==> src/rtl/vtg_piso_reader_pkg.sv <==
// Shared definitions for the parallel-in serial-out reader: FSM state encodings
// and the divider width helper.
package vtg_piso_reader_pkg;

   localparam logic [1:0] StIdle  = 2'd0;
   localparam logic [1:0] StShift = 2'd1;
   localparam logic [1:0] StDone  = 2'd2;

   // Width of the bit-period divider: at least one bit, even when CLK_DIV is 1 or 2.
   function automatic int unsigned div_width(int unsigned div);
      if (div <= 2) begin
         return 1;
      end
      return $clog2(div);
   endfunction

endpackage

==> src/rtl/vtg_piso_reader.sv <==
// Captures a SIZE-bit word on start and streams it out one bit at a time, each
// bit held for CLK_DIV cycles, with a start/busy/done handshake toward the
// requester and valid/strobe qualifiers toward the serial consumer.
module vtg_piso_reader
   import vtg_piso_reader_pkg::*;
#(
   parameter int unsigned SIZE      = 8,
   parameter int unsigned MSB_FIRST = 1,
   parameter int unsigned CLK_DIV   = 1
) (
   input  logic            clk,
   input  logic            rst,
   input  logic            start,
   input  logic [SIZE-1:0] datain,
   output logic            busy,
   output logic            sdata,
   output logic            svalid,
   output logic            bit_stb,
   output logic            done
);

   localparam int unsigned CntW = $clog2(SIZE + 1);
   localparam int unsigned DivW = div_width(CLK_DIV);

   localparam logic [CntW-1:0] CntLoad = CntW'(SIZE);
   localparam logic [CntW-1:0] CntOne  = CntW'(1);
   localparam logic [DivW-1:0] DivLast = DivW'(CLK_DIV - 1);
   localparam logic [DivW-1:0] DivOne  = DivW'(1);

   logic [1:0]      state_q, state_d;
   logic [SIZE-1:0] sr_q, sr_d;
   logic [CntW-1:0] cnt_q, cnt_d;
   logic [DivW-1:0] div_q, div_d;

   // Next-state logic: capture on accepted start, shift at the end of each bit period.
   always_comb begin
      state_d = state_q;
      sr_d    = sr_q;
      cnt_d   = cnt_q;
      div_d   = div_q;
      case (state_q)
         // DONE accepts start exactly like IDLE so frames can run back-to-back.
         StIdle, StDone: begin
            if (start) begin
               sr_d    = datain;
               cnt_d   = CntLoad;
               div_d   = '0;
               state_d = StShift;
            end else begin
               state_d = StIdle;
            end
         end
         StShift: begin
            if (div_q == DivLast) begin
               div_d = '0;
               cnt_d = cnt_q - CntOne;
               // Vacated positions fill with zero.
               if (MSB_FIRST != 0) begin
                  sr_d = sr_q << 1;
               end else begin
                  sr_d = sr_q >> 1;
               end
               if (cnt_q == CntOne) begin
                  state_d = StDone;
               end
            end else begin
               div_d = div_q + DivOne;
            end
         end
         default: begin
            state_d = StIdle;
         end
      endcase
   end

   // State registers; synchronous reset abandons any frame in flight.
   always_ff @(posedge clk) begin
      if (rst) begin
         state_q <= StIdle;
         sr_q    <= '0;
         cnt_q   <= '0;
         div_q   <= '0;
      end else begin
         state_q <= state_d;
         sr_q    <= sr_d;
         cnt_q   <= cnt_d;
         div_q   <= div_d;
      end
   end

   // Outputs decode only registered state, so start/datain never reach them combinationally.
   always_comb begin
      busy    = (state_q == StShift);
      svalid  = (state_q == StShift);
      bit_stb = (state_q == StShift) && (div_q == '0);
      done    = (state_q == StDone);
      sdata   = 1'b0;
      if (state_q == StShift) begin
         sdata = (MSB_FIRST != 0) ? sr_q[SIZE-1] : sr_q[0];
      end
   end

endmodule

==> config.mk <==
export PLATFORM = sky130hd
export DESIGN_NAME = vtg_piso_reader
export DESIGN_NICKNAME = d
export VERILOG_FILES = /design/src/rtl/vtg_piso_reader_pkg.sv /design/src/rtl/vtg_piso_reader.sv
export SDC_FILE = /design/constraint.sdc
export NUM_CORES = 1
export LEC_CHECK = 0
export CAP_MARGIN = 10
export CELL_PAD_IN_SITES_DETAIL_PLACEMENT = 1
export CELL_PAD_IN_SITES_GLOBAL_PLACEMENT = 1
export CORE_UTILIZATION = 39
export CTS_CLUSTER_DIAMETER = 80
export DETAILED_ROUTE_END_ITERATION = 10
export PLACE_DENSITY_LB_ADDON = 0.2
export SYNTH_ARGS = -nofsm -noshare
export SYNTH_HDL_FRONTEND = slang
export SYNTH_SLANG_ARGS = --single-unit
==> constraint.sdc <==
create_clock -name clk -period 2.94 [get_ports clk]
set_clock_uncertainty 0.2 [all_clocks]
set_input_delay 0.735 -clock clk [delete_from_list [all_inputs] [get_ports clk]]
set_output_delay 0.735 -clock clk [all_outputs]
set_load 0.02 [all_outputs]
# --- Yosys cells after proc, flatten, opt, wreduce, memory -nomap -nowiden ---
# Cells that the tools add are included.
op_classes:
  addsub: 2
  eq_ne: 6
  n_mux: 14
  bitwise_logic: 1
  reduce_logical: 7
ops:
  columns: ["op", "n"]
  rows:
  - ["8-bit two-way mux", 2]
  - ["8-bit case mux with 2 select lines", 1]
  - ["4-bit two-way mux", 2]
  - ["4-bit case mux with 2 select lines", 1]
  - ["4-bit by 1-bit equality test with 1-bit output (second input constant)", 1]
  - ["1-bit two-way mux", 4]
  - ["2-bit two-way mux", 2]
  - ["2-bit inequality test (second input constant)", 2]
  - ["2-bit case mux with 2 select lines", 1]
  - ["2-bit AND reduction", 2]
  - ["4-bit by 1-bit subtractor with 4-bit output (second input constant)", 1]
  - ["3-bit AND reduction", 1]
  - ["2-bit by 1-bit equality test with 1-bit output (second input constant)", 1]
  - ["2-bit equality test (second input constant)", 1]
  - ["2-bit zero test", 1]
  - ["2-bit by 1-bit inequality test with 1-bit output (second input constant)", 1]
  - ["1-bit case mux with 2 select lines", 1]
  - ["2-bit nonzero test", 1]
  - ["2-bit OR reduction", 1]
  - ["1-bit adder (second input constant)", 1]
  - ["1-bit logical AND", 1]
  - ["1-bit inverter", 1]
word_totals:
  ff_bits: 15
  out_inout_bits: 5

# --- Depth between registers and ports, before layout ---
depth:
  word_depth: 4
  mapped_depth: 5
  ltp_nobuf: 5

# --- Least setup slack after synthesis ---
# Ideal clock, no wire load.
synth_timing:
  kind: "reg2out"
  from: "register state_q[1]"
  to: "output port sdata"
  arrival_time_ns: 0.949
  t_required_ns: 2.005
  slack_ns: 1.056
  path_stages_with_launch: 5
  cell_sequence: "dfxtp_1 -> nand2b_2 -> inv_4 -> buf_12 -> and2_1"
synth_via:
  elab_chain_cells: 2
synth_lines:
  columns: ["item", "line_no", "source"]
  rows:
  - ["start: declaration", "vtg_piso_reader.sv:30", "logic [1:0] state_q, state_d;"]
  - ["start signal: assignment", "vtg_piso_reader.sv:79", "state_q <= StIdle;"]
  - ["start signal: assignment", "vtg_piso_reader.sv:84", "state_q <= state_d;"]
  - ["2-bit by 1-bit equality test with 1-bit output", "vtg_piso_reader.sv:98", "if (state_q == StShift) begin"]
  - ["1-bit two-way mux", "vtg_piso_reader.sv:98", null]
  - ["end: declaration", "vtg_piso_reader.sv:16", "output logic sdata,"]
# No other way between the ends.

# --- Final worst setup path ---
layout_timing:
  from: "register state_q[0]"
  to: "output port sdata"
# Same word-level chain as after synthesis.

==> impl_metrics.env <==
export IMPL_place_ws_ns=0.4083
export IMPL_drive_above_1_share_pct=26.19
export IMPL_drt_iter0_drc=0
export IMPL_fin_nets=98
export IMPL_synthTopCellsByCount="dfxtp_1 (14), nand3_1 (11), a21oi_1 (6), a21oi_2 (6), a22oi_2 (5)"
export IMPL_wire_per_inst_um=12.44
export IMPL_num_rows=15
export IMPL_antenna_found_initial=0
export IMPL_seqPwrFrac_pct=47.8
export IMPL_fin_crit_ns=2.798
export IMPL_grt_pass1_wl_mm=2.380
export IMPL_ys_types=30
export IMPL_cp_max_fo=16
export IMPL_cts_clk_slew_worst_paths_ns=0.09
export IMPL_grt_pass1_vias=580
export IMPL_synth_top_area_share_pct=38.69
export IMPL_vias=551
export IMPL_cts_tree="yes"
export IMPL_switchingPower_w=0.0001283
export IMPL_syn_area_um2=724.4
export IMPL_fin_crit_sh_pct=95.19
export IMPL_power_frac_comb_pct=21.7
export IMPL_die_width_um=45.10
export IMPL_yosysWarnings=0
export IMPL_port_buffers=15
export IMPL_fill_cells=206
export IMPL_post_dp_cell_area_um2=839.6
export IMPL_ios=16
export IMPL_max_vdd_ir_drop_mv=0.2139
export IMPL_switching_share_pct=28.25
export IMPL_dp_hpwl_um=929.3
export IMPL_yosysTopAreaCell="dfxtp_1"
export IMPL_setup_ws_ns=0.1415
export IMPL_rsz0062_at_grt="no"
export IMPL_diodes=0
export IMPL_clock_power_share_pct=30.6
export IMPL_fmax_mhz=357.3
export IMPL_hold_violations=0
export IMPL_insertion_delay_ns=0.28
export IMPL_power_w=0.0004541
export IMPL_crit_type="flop to output port"
export IMPL_leakagePower_nw=0.2941
export IMPL_ys_top_cells_by_area="dfxtp_1 (39%), a22oi_2 (8.6%), nand3_1 (7.6%), a21oi_2 (7.3%), a21oi_1 (4.1%)"
export IMPL_synth_seq_cells=14
export IMPL_hold_path_class="flop to flop"
export IMPL_max_slew_margin_pct=53.87
export IMPL_clkSinkCount=14
export IMPL_power_density_mw_per_mm2=516.9
export IMPL_cp_data_arrival_time_ns=1.86
export IMPL_final_antenna_net_count=0
export IMPL_htree_levels=1
export IMPL_clockBufferDepth=2
export IMPL_die_area_mm2=0.002034
export IMPL_initial_core_util_pct=41.96
export IMPL_routed_via_density=5.055
export IMPL_async_flop_share_pct=0
export IMPL_worst_hold_slack_ns=0.2878
export IMPL_synth_nets=85
export IMPL_max_slew_worst_pin_slew_ns=0.6898
export IMPL_yosysMostFrequentCell="dfxtp_1"
export IMPL_slew_violations=0
export IMPL_grt_max_degree=17
export IMPL_drt_total_wl_mm=1.356
export IMPL_fin_area_um2=878.3
export IMPL_core_area_mm2=0.001727
export IMPL_cts_hold_buffers=0
export IMPL_crit_path_end_kind="output port"
export IMPL_run_status="finished clean"
export IMPL_p_int_w=0.0003258
export IMPL_cp_start_kind="flop"
export IMPL_synth_flop_cell="dfxtp_1"
export IMPL_cts_buffers=3
export IMPL_syn_area_per_cell_um2=10.06
export IMPL_setup_tns_ns=0
export IMPL_dr_pass1_iters=1
export IMPL_cap_violations=0
export IMPL_grt_total_usage_pct=16.46
export IMPL_remaining_drc_errors=0
export IMPL_ys_seq_area_share_pct=38.69
export IMPL_dieHeight_um=45.10
export IMPL_root_buffer="clkbuf_4"
export IMPL_required_ns=2.01
export IMPL_synth_edf_count=0
export IMPL_syn_to_final_growth_pct=21.24
export IMPL_syn_inst=72
export IMPL_gp_congestion=0.6565
export IMPL_overflow=0
export IMPL_setup_viol=0
final cells by class:
type / instances / area, µm² / share of cell area [%]
Multi-Input combinational cell: 48 / 364.1 / 41.45
Sequential cell: 14 / 280.3 / 31.91
Timing Repair Buffer: 15 / 150.1 / 17.09
Clock buffer: 4 / 36.28 / 4.131
Tap cell: 25 / 31.28 / 3.561
Inverter: 3 / 16.27 / 1.852
power by group through the flow:
stage / registers (W) / logic (W) / clock network, W
2_1_floorplan: 0.000219 / 0.0000794 / 0
3_3_place_gp: 0.000221 / 0.0000969 / 0
3_5_place_dp: 0.000221 / 0.0000982 / 0
4_1_cts: 0.000217 / 0.0000990 / 0.000147
5_1_grt: 0.000219 / 0.000108 / 0.000155
6_report: 0.000217 / 0.0000983 / 0.000139
worst paths after layout:
path,slack [ns],end,depth (start not counted),startpoint
max,0.14,sdata,4,state_q[0]
min,0.29,sr_q[0],2,sr_q[0]
max reg2reg,1.47,cnt_q[3],4,state_q[0]
min reg2reg,0.29,sr_q[0],2,sr_q[0]
placed cells by master (no fill, tap or decap):
cell / count
clkdlybuf4s50_1: 15
dfxtp_1: 14
nand3_1: 11
a21oi_1: 6
a21oi_2: 6
a22oi_2: 5
clkbuf_4: 3
inv_1: 2
a22oi_1: 2
ha_1: 2
nand2b_2: 1
inv_6: 1
and2b_1: 1
and2_1: 1
nand3b_1: 1
or2b_1: 1
or2_1: 1
nand2b_1: 1
nand2_2: 1
nor2b_2: 1
or3b_1: 1
nor3_1: 1
nor3_2: 1
a211oi_2: 1
a311oi_2: 1
nand2_1: 1
nor2_1: 1
clkbuf_8: 1
critical path, cell delays in order, from the launching register on:
cell	delay (ns)
dfxtp_1	0.41
nand2b_2	0.22
inv_6	0.21
and2_1	0.14
clkdlybuf4s50_1	0.59
sequential cells by signal, indices dropped and copies added (netlist names):
register / cells
cnt_q: 4
sr_q: 8
state_q: 2
per-stage QoR:
step	utilization (%)	instances
3_5_place_dp	48.62	105
2_1_floorplan	-	72
3_3_place_gp	48.62	105
6_report	50.87	109
5_1_grt	50.87	109
4_1_cts	50.72	109
logic make-up after synthesis:
family / share of synthesized area, %
AND/OR/NAND/NOR: 20.90
AO/OA/AOI/OAI: 25.91
flip-flops: 38.69
buffers and inverters: 11.05
adder cells (fa/ha/maj): 3.454
repair_timing:
item                       in CTS  in global routing
setup endpoints to repair       0                  1
buffers inserted                0                  0
gates resized for setup         0                  1
per-layer routing:
layer | vias to the layer above | global-route usage, % | routed length (µm)
li1 | 280 | - | -
met1 | 257 | 18.38 | 618
met2 | 12 | 28.70 | 662
met3 | 2 | 6.000 | 64
met4 | 0 | 5.455 | 10
met5 | - | 0 | 0
Power figures use the tool's default switching activity.
==> edit, RTL diff (config.mk and constraints unchanged) <==
The parameter `SIZE` goes from 8 to 16.
--- a/src/rtl/vtg_piso_reader.sv
+++ b/src/rtl/vtg_piso_reader.sv
@@ -4,7 +4,7 @@
 module vtg_piso_reader
    import vtg_piso_reader_pkg::*;
 #(
-   parameter int unsigned SIZE      = 8,
+   parameter int unsigned SIZE      = 16,
    parameter int unsigned MSB_FIRST = 1,
    parameter int unsigned CLK_DIV   = 1
 ) (
Interface: changed (resized datain); port bits go from 16 to 24. The function was not compared with the original's and may differ.
==> edit against the original RTL <==
- critical path depth did not move
- total power rose by 41%
- sequential cell count rose by 9
- design area rose by 47%
- worst setup slack improved by 0.18 ns
- non-clock buffer count rose by 15
- synthesized area rose by 40%
- first-iteration DRC count rose by 9
- register-to-register slack got worse by 0.16 ns
- wire length rose by 81%
- largest power group unchanged
- highest routed layer is now met3
==> edit: results (changes against the original RTL) <==
top flop regs = sr_q (16), cnt_q (5), state_q (2)
most frequent cells after synthesis = dfxtp_1, a21oi_1, nand3_1
P_sw = 0.000183 W (+43%)
top post-synthesis cells by area = dfxtp_1, a22oi_1, a21oi_1
Fillers = 294 (+43%)
Layout Cells excl Fill = 167 (+53%)
Port-buffer cells = 23 (+8)
hpwl dp = 1.76 mm (+90%)
Seq/Total Area, Yosys = 45.5% (+6.8 points)
1st-iter DRT viols = 9 (+9)
Worst-Skew Late Latency = 0.30 ns (+0.02 ns)
Slew HR = 79.1% (+25 points)
CP Max Fanout = 12 (-4)
drt first pass iters = 4 (+3)
Syn Nets = 136 (+60%)
total track usage = 18.9% (+2.5 points)
post-synth cell types = 23 (-23%)
pin count of the biggest net entering global routing = 24 (+7)
first-pass GRT wire length = 3.88 mm (+63%)
Vias/cell = 5.59 (+11%)
R2R Setup Slk = 1.31 ns (-0.16 ns)
worst stage delay on the critical path = 0.62 ns (+0.03 ns)
fin nets = 159 (+62%)
WL/cell = 14.7 µm (+18%)
Arrival @ worst endpoint = 1.69 ns (-0.17 ns)
Clock transition at path regs = 0.13 ns (+0.04 ns)
WHS Endpoint = sr_q[13]$_SDFFE_PP0P_
GPL Wtd Cong = 0.742 (+13%)
status = complete, no violations
VDD IR max = 265 µV (+24%)
worst hold path startpoint = sr_q[13]$_SDFFE_PP0P_
vias in the first global route = 930 (+60%)
crit path capture = bit_stb
edit: cell count changes after synthesis, sizes merged, moves of 2 or more:
cell    before  now
a21oi       12   20
a22oi        7   15
buf          7   10
clkbuf       0    2
dfxtp       14   23
nand3       11   18
nor2         1    4
edit: cells by family (layout without fill, tap and decap cells):
| logic type | after synthesis | after routing | synth area share, % |
|---|---|---|---|
| AOI/OAI and AO/OA | 38 | 38 | 23.9 |
| adders and majority gates | 2 | 2 | 2.47 |
| buffers and inverters | 16 | 38 | 8.41 |
| DFF | 23 | 23 | 45.5 |
| muxes | 1 | 1 | 1.11 |
| and+or+nand+nor | 35 | 35 | 18.7 |
edit: power by group through the flow:
stage | registers (W) | clock network [W] | logic (W)
after global routing | 0.000356 | 0.000164 | 0.000158
after CTS | 0.000353 | 0.000153 | 0.000145
final | 0.000353 | 0.000146 | 0.000144
after floorplan | 0.000355 | 0 | 0.0000910
after global placement | 0.000358 | 0 | 0.000139
after detailed placement | 0.000360 | 0 | 0.000144
edit: final cells by class:
cell class              count  area (µm²)  share of cell area (%)
repair buffers             30         283                    21.9
clock buffers               4        26.3                    2.04
multi-input cells          76         467                    36.2
well taps                  30        37.5                    2.91
inverters                   4        15.0                    1.17
flip-flops and latches     23         460                    35.7
edit: layer usage:
layer  wire, µm  GRT usage (%)  up-vias  share of wire (%)
met1       1140           21.2      462                 46
li1           -              -      458                  -
met2       1240           36.1       13                 51
met5          0              0        -                  0
met4          0           5.26        0                  0
met3         81           3.16        0                3.3
edit: metrics by stage:
step	setup WS [ns]	instance area, µm²	util [%]	hold WS, ns
detailed placement	0.661	1260	51.4	0.265
global placement	0.694	1260	51.4	0.256
global route	0.225	1290	52.5	0.299
CTS	0.295	1290	52.5	0.284
finish	0.318	1290	52.5	0.281
floorplan	0.933	1010	-	0.243
